===== src/rtl/regfile_param.sv =====
// -----------------------------------------------------------------------------
// regfile_param
// Parametrised integer register file: two combinational read ports, one
// synchronous write port, optional same-cycle write-to-read bypass, an
// asynchronous clear on reset and a sequenced clear engine that zeroes one
// register per cycle. A third read-only debug port always shows stored state.
//
// Ports:
//   clk       in   rising-edge clock
//   rst_n     in   asynchronous active-low reset
//   RegWEn    in   write enable
//   rd_addr   in   write address
//   rd_data   in   write data
//   rs1_addr  in   read port 1 address
//   rs2_addr  in   read port 2 address
//   rs1_data  out  read port 1 data (combinational, may be bypassed)
//   rs2_data  out  read port 2 data (combinational, may be bypassed)
//   dbg_addr  in   debug read address
//   dbg_data  out  debug read data (combinational, never bypassed)
//   clr_req   in   request a full sequenced clear
//   clr_busy  out  clear sweep in progress
//   clr_done  out  one-cycle pulse when the sweep completes
// -----------------------------------------------------------------------------
module regfile_param #(
    parameter int unsigned XLEN     = 32,
    parameter int unsigned NREG     = 32,
    parameter bit          BYPASS   = 1'b1,
    parameter bit          ZERO_REG = 1'b1,
    localparam int unsigned AW      = (NREG > 1) ? $clog2(NREG) : 1
) (
    input  logic            clk,
    input  logic            rst_n,
    input  logic            RegWEn,
    input  logic [AW-1:0]   rd_addr,
    input  logic [XLEN-1:0] rd_data,
    input  logic [AW-1:0]   rs1_addr,
    input  logic [AW-1:0]   rs2_addr,
    output logic [XLEN-1:0] rs1_data,
    output logic [XLEN-1:0] rs2_data,
    input  logic [AW-1:0]   dbg_addr,
    output logic [XLEN-1:0] dbg_data,
    input  logic            clr_req,
    output logic            clr_busy,
    output logic            clr_done
);

    typedef enum logic [1:0] {
        StIdle,
        StClear,
        StDone
    } state_e;

    state_e          r_state;
    state_e          w_state_next;
    logic [AW-1:0]   r_cnt;
    logic [AW-1:0]   w_cnt_next;
    logic [XLEN-1:0] r_regs [NREG];
    logic            w_wr_en;

    // An address is usable if it maps to a real register that is not the
    // hardwired zero register. Compared at 32 bits so NREG == 2**AW works.
    function automatic logic f_legal(input logic [AW-1:0] a);
        return (32'(a) < NREG) && !(ZERO_REG && (a == '0));
    endfunction

    function automatic logic [XLEN-1:0] f_stored(input logic [AW-1:0] a);
        return f_legal(a) ? r_regs[a] : '0;
    endfunction

    assign clr_busy = (r_state == StClear);
    assign clr_done = (r_state == StDone);
    assign w_wr_en  = RegWEn && !clr_busy && f_legal(rd_addr);

    // Bypass uses w_wr_en, so it is automatically off during a sweep and for
    // illegal write addresses.
    always_comb begin
        rs1_data = f_stored(rs1_addr);
        rs2_data = f_stored(rs2_addr);
        dbg_data = f_stored(dbg_addr);
        if (BYPASS && w_wr_en && (rd_addr == rs1_addr)) begin
            rs1_data = rd_data;
        end
        if (BYPASS && w_wr_en && (rd_addr == rs2_addr)) begin
            rs2_data = rd_data;
        end
    end

    // Storage: write port and sweep are mutually exclusive (w_wr_en needs !busy).
    always_ff @(posedge clk or negedge rst_n) begin
        if (!rst_n) begin
            for (int i = 0; i < int'(NREG); i++) begin
                r_regs[i] <= '0;
            end
        end else begin
            if (w_wr_en) begin
                r_regs[rd_addr] <= rd_data;
            end
            if (r_state == StClear) begin
                r_regs[r_cnt] <= '0;
            end
        end
    end

    always_ff @(posedge clk or negedge rst_n) begin
        if (!rst_n) begin
            r_state <= StIdle;
            r_cnt   <= '0;
        end else begin
            r_state <= w_state_next;
            r_cnt   <= w_cnt_next;
        end
    end

    always_comb begin
        w_state_next = r_state;
        w_cnt_next   = r_cnt;
        unique case (r_state)
            StIdle: begin
                if (clr_req) begin
                    w_state_next = StClear;
                    w_cnt_next   = '0;
                end
            end
            StClear: begin
                w_cnt_next = r_cnt + AW'(1);
                if (32'(r_cnt) == NREG - 1) begin
                    w_state_next = StDone;
                    w_cnt_next   = '0;
                end
            end
            StDone: begin
                // clr_req ignored here so back-to-back sweeps see the DONE cycle.
                w_state_next = StIdle;
            end
            default: begin
                w_state_next = StIdle;
                w_cnt_next   = '0;
            end
        endcase
    end

endmodule


===== config.mk =====
export PLATFORM = sky130hd
export DESIGN_NAME = regfile_param
export DESIGN_NICKNAME = d
export VERILOG_FILES = /design/src/rtl/regfile_param.sv
export SDC_FILE = /design/constraint.sdc
export NUM_CORES = 2
export LEC_CHECK = 0
export CAP_MARGIN = 20
export CORE_UTILIZATION = 55
export CTS_CLUSTER_SIZE = 20
export DETAILED_ROUTE_END_ITERATION = 8
export DONT_BUFFER_PORTS = 1
export PLACE_DENSITY = 0.66
export SKIP_LAST_GASP = 1
export SLEW_MARGIN = 0
export SYNTH_ARGS = -nofsm -noshare
export SYNTH_HDL_FRONTEND = slang
export SYNTH_SLANG_ARGS = --single-unit

===== constraint.sdc =====
create_clock -name clk -period 6.6 [get_ports clk]
set_input_delay 1.32 -clock clk [delete_from_list [all_inputs] [get_ports clk]]
set_output_delay 1.32 -clock clk [all_outputs]
set_load 0.02 [all_outputs]

# After elaboration in Yosys (flattened, before gate mapping)
# Index checks and enable logic that the tools add are counted.
dict set report op_classes {
  addsub 1
  order_cmp 7
  eq_ne 7
  mux 27
  bitwise 8
  n_reduce_logical 15
}
# operator n
set op_table {}
lappend op_table {{$mux W1024} 2}
lappend op_table {{$and A1024 B1024 Y1024} 1}
lappend op_table {{$bwmux W1024} 1}
lappend op_table {{$not A1024 Y1024} 1}
lappend op_table {{$bmux W32 S5} 3}
lappend op_table {{$mux W32} 13}
lappend op_table {{$demux W32 S5} 2}
lappend op_table {{$ge A6 B6 Y1 const B} 5}
lappend op_table {{$not A5 Y6} 5}
lappend op_table {{$logic_not A5 Y1} 4}
lappend op_table {{$pmux W5 S3} 1}
lappend op_table {{$lt A6 B1 Y1 const B} 2}
lappend op_table {{$eq A5 B5 Y1} 2}
lappend op_table {{$mux W5} 2}
lappend op_table {{$logic_and A1 B1 Y1} 6}
lappend op_table {{$add A5 B1 Y5 const B} 1}
lappend op_table {{$eq A5 B5 Y1 const B} 1}
lappend op_table {{$mux W2} 2}
lappend op_table {{$pmux W2 S2} 1}
lappend op_table {{$reduce_and A2 Y1} 2}
lappend op_table {{$eq A2 B1 Y1 const B} 1}
lappend op_table {{$eq A2 B2 Y1 const B} 1}
lappend op_table {{$logic_not A1 Y1} 2}
lappend op_table {{$logic_not A2 Y1} 1}
lappend op_table {{other kinds (3)} 3}
dict set report word_totals {
  regBits 1031
  word_cells 99
}

# Logic depth before layout (Yosys ltp)
dict set report logic_depth {
  depth_word 9
  mapped_depth 9
}

# Worst setup path before layout
# Ideal clock, no wire load.
dict set report synth_timing {
  path_type {in2out}
  startpoint {input rs1_addr[1]}
  endpoint {output rs1_data[0]}
  arrival_time_ns 3.141
  t_required_ns 5.280
  setup_slack_ns 2.139
  stages 9
  n_path_buf 5
  path_cell_list {buf_4 -> buf_8 -> buf_8 -> buf_2 -> nand2_2 -> buf_2 -> o22ai_1 -> a211o_1 -> o32ai_1}
}
dict set report synth_via {
  elab_chain_cells 6
  word_cells_on_any_way 9
  cone_classes {eq/ne: 1; mux: 5; bitwise: 1; reduce/logical: 2}
}
# element line_no
set synth_rtl {}
lappend synth_rtl {{start, declared} 36} ;# input logic [AW-1:0] rs1_addr,
lappend synth_rtl {{$not A5 Y6 (implied by the code)} 67} ;# return f_legal(a) ? r_regs[a] : '0;
lappend synth_rtl {{$bmux W32 S5} 67}
lappend synth_rtl {{$mux W32 (implied by the code) (2 in a row)} 67}
lappend synth_rtl {{$mux W32} 67}
lappend synth_rtl {{$mux W32 (*)} 80} ;# if (BYPASS && w_wr_en && (rd_addr == rs1_addr)) begin
lappend synth_rtl {{end, declared} 38} ;# output logic [XLEN-1:0] rs1_data,
# Mark *: on every way between the ends. The rest lies on a longest branch, timed or not. The select of a mux whose other input is x is not followed.

# Worst setup path after layout
dict set report layout_timing {
  startpoint {input rs1_addr[0]}
  endpoint {output rs1_data[24]}
}
# Same word-level chain as after synthesis.

==> metrics.txt <==
area of the multi-input gates 37300 sq um; Worst-Skew Late Latency 0.77 ns; Power Dens Cells 263 nW/um^2; r2r setup slk 2.74 ns; Worst EP required 5.28 ns; ys async rst share 100%; gr usage total 48.5%; DP HPWL 166000 um; CP startpoint kind input port; fill cell count 9642; Die H 348 um; Post-synth top cells 2077 x nand2_1, 1046 x a21oi_1, 1031 x dfrtp_1; synthesized netlist cell count 6491; nets@finish 6149; # DRC 0; CP Capture Type output pin; critical path data arrival time 4.91 ns; highest routed layer met5; Crit path top cell by count buf_4; top-area cell type share of the netlist area 39.2%; Vias per Instance 7.68; DIE AREA 121000 sq um; Setup-failing EPs final 0; final core utilization 59.7%; row cnt 126; final RePlAce weighted congestion 1.01; WL met1 95400 um; area grow syn2layout 7.42%; met3 wire len 54900 um; Yosys cell types 55; fraction of layout cells with a size suffix above 1 20.0%; DRT iter0 DRCs 11142; Mapped Nets 6552; Critical Path Max Stage Delay 1.15 ns; top_reg_cell synth dfrtp_1; Die Wd 348 um; CTS tree yes; Leak 28.0 nW; met2 wire length 118000 um; CTS Sinks 1031; FMAX 161 MHz; max-cap violation count 0; total power 18.6 mW; pin count of the biggest net entering global routing 267; top post-synthesis cells by area dfrtp_1 39%, mux4_2 26%, nand2_1 12%; Final Skew 0.0232 ns; initial core utilization 55.6%; initial antenna violation count 13; CP max stage cell nor2_1; dominant cell type by area after synthesis dfrtp_1; VDD IR max 0.211 mV; Final period util 94.3%; gr ovfl total 0; # H-tree levels 3; Bufs on Longest Clock Path 3; sequential cell area 25800 sq um; DRT Wirelength 294000 um; Placeable Area 118000 sq um; number of global-route vias before repair 56963; Post-Syn Area 65800 sq um; synthesized area per cell 10.1 sq um; vias post-DR 59916; flops & latches, synth 1031; Crit Path Class in2out; input/output buffers 0; Reg clk slew, reported paths 0.06 ns; warnings from Yosys 0; R2R cell count 6; drt wl/cell 37.7 um; Post-CTS Hold Buffers 0; sequential area share after synthesis 39.2%; crit-path cells nor2_1 > nand2b_1 > o31ai_4 > buf_4 > o32ai_1 > buf_4; unrepaired setup endpoints after global routing no; worst hold path type in2async; crit-path max FO 214; Final ANT Viol Nets 0; Worst-Margin Slew 1.39 ns; total CTS buffers 114; drt pass-1 iters 8; root buffer cell clkbuf_16; most common cell in the synthesized netlist nand2_1; setup bufs post-CTS 0; Slew Viols, Final 0; number of synthesized flops with an enable pin 0; outcome finished, final reports clean; post-cts resize count 0; first-pass GRT wire length 416000 um; I/O Pins 154; Worst slew margin 7.33%; total negative setup slack 0 ns; final hold viol count 0; crit path time final 6.23 ns
## kinds of logic (layout without fill, tap and decap cells)
| kind of cell | Yosys count | count (layout) | synth area share (%) |
|---|---|---|---|
| DFF | 1031 | 1031 | 39.2 |
| other | 0 | 16 | 0 |
| AOI/OAI and AO/OA | 1422 | 1422 | 12.2 |
| buffers and inverters | 721 | 413 | 5.04 |
| muxes | 1004 | 1004 | 29.6 |
| adders and majority gates | 5 | 5 | 0.0951 |
| and+or+nand+nor | 2296 | 2296 | 13.7 |
| xor gates and xnor gates | 12 | 12 | 0.160 |
## where the power goes
group          total (mW)  leakage [nW]  switching, mW  internal (mW)
Sequential           7.75          14.3          0.743           7.01
Clock                6.88          1.96           2.91           3.97
Combinational        3.96          11.7           2.31           1.65
## cells in the final DEF, fill, tap and decap left out, types with 7 or more instances in the layout
cell type | netlist | layout
nand2_1 | 2077 | 2065
a21oi_1 | 1046 | 1046
clkbuf_16 | 0 | 114
buf_16 | 0 | 7
o2bb2ai_1 | 12 | 12
nand2_2 | 1 | 12
a22oi_1 | 61 | 61
mux2i_1 | 249 | 249
inv_1 | 39 | 39
a211o_1 | 26 | 26
buf_4 | 57 | 150
a22o_1 | 28 | 28
o21ai_1 | 32 | 32
nand3_1 | 15 | 7
a211oi_1 | 49 | 48
o21ai_0 | 8 | 8
a2bb2o_2 | 10 | 10
mux4_2 | 753 | 753
nor2_4 | 0 | 53
and2_1 | 35 | 34
clkbuf_1 | 418 | 18
o32ai_1 | 33 | 33
nor2b_1 | 36 | 31
nor3_2 | 2 | 8
diode_2 | 0 | 16
o221ai_1 | 8 | 8
clkbuf_8 | 0 | 32
dfrtp_1 | 1031 | 1031
nor2_1 | 68 | 15
clkinv_2 | 0 | 22
bufinv_16 | 0 | 11
xnor2_1 | 10 | 10
or2_2 | 9 | 9
o22ai_1 | 98 | 98
## stage by stage
step	std cells	area [sq um]	hold slack, ns	setup slack, ns
after floorplan	6491	65800	0.417	2.14
after global placement	7564	66500	0.424	1.38
after detailed placement	7567	66600	0.441	1.37
after CTS	7778	70500	0.226	0.945
after global routing	7784	70700	0.234	0.753
final	7799	70700	0.249	0.375
## routing by layer
metal	track usage, %	up-vias
met5	0	-
met4	34.1	16
met3	25.8	1586
met2	64.6	6119
met1	60.1	29570
li1	-	22625
## worst max-delay path, delay by kind of cell
| family | cells | cell delay [ns] |
|---|---|---|
| and+or+nand+nor | 2 | 1.57 |
| buffers and inverters | 2 | 0.86 |
| AOI/OAI and AO/OA | 2 | 0.56 |
## flip-flops by register name (all words and copies together), names as in the netlist
name,cells
r_state,2
r_cnt,5
r_regs,1024
## final timing paths
path / from / to
worst max-delay path: rs1_addr[0] / rs1_data[24]
worst min-delay path: rst_n / r_cnt[1]
worst max register to register: r_state[0] / r_regs[501]
worst min register to register: r_state[1] / r_state[0]
max in group asynchronous: rst_n / r_regs[278]
min in group clk: r_state[1] / r_state[0]
## final cells by class
type,instances,share of cell area [%]
repair buffers,162,1.99
clock inverters,47,0.869
well taps,1600,2.83
diodes,16,0.0566
clock buffers,164,4.75
multi-input cells,4739,52.8
flip-flops and latches,1031,36.5
inverters,40,0.212
Note: power is estimated with default switching activity, not from simulation.
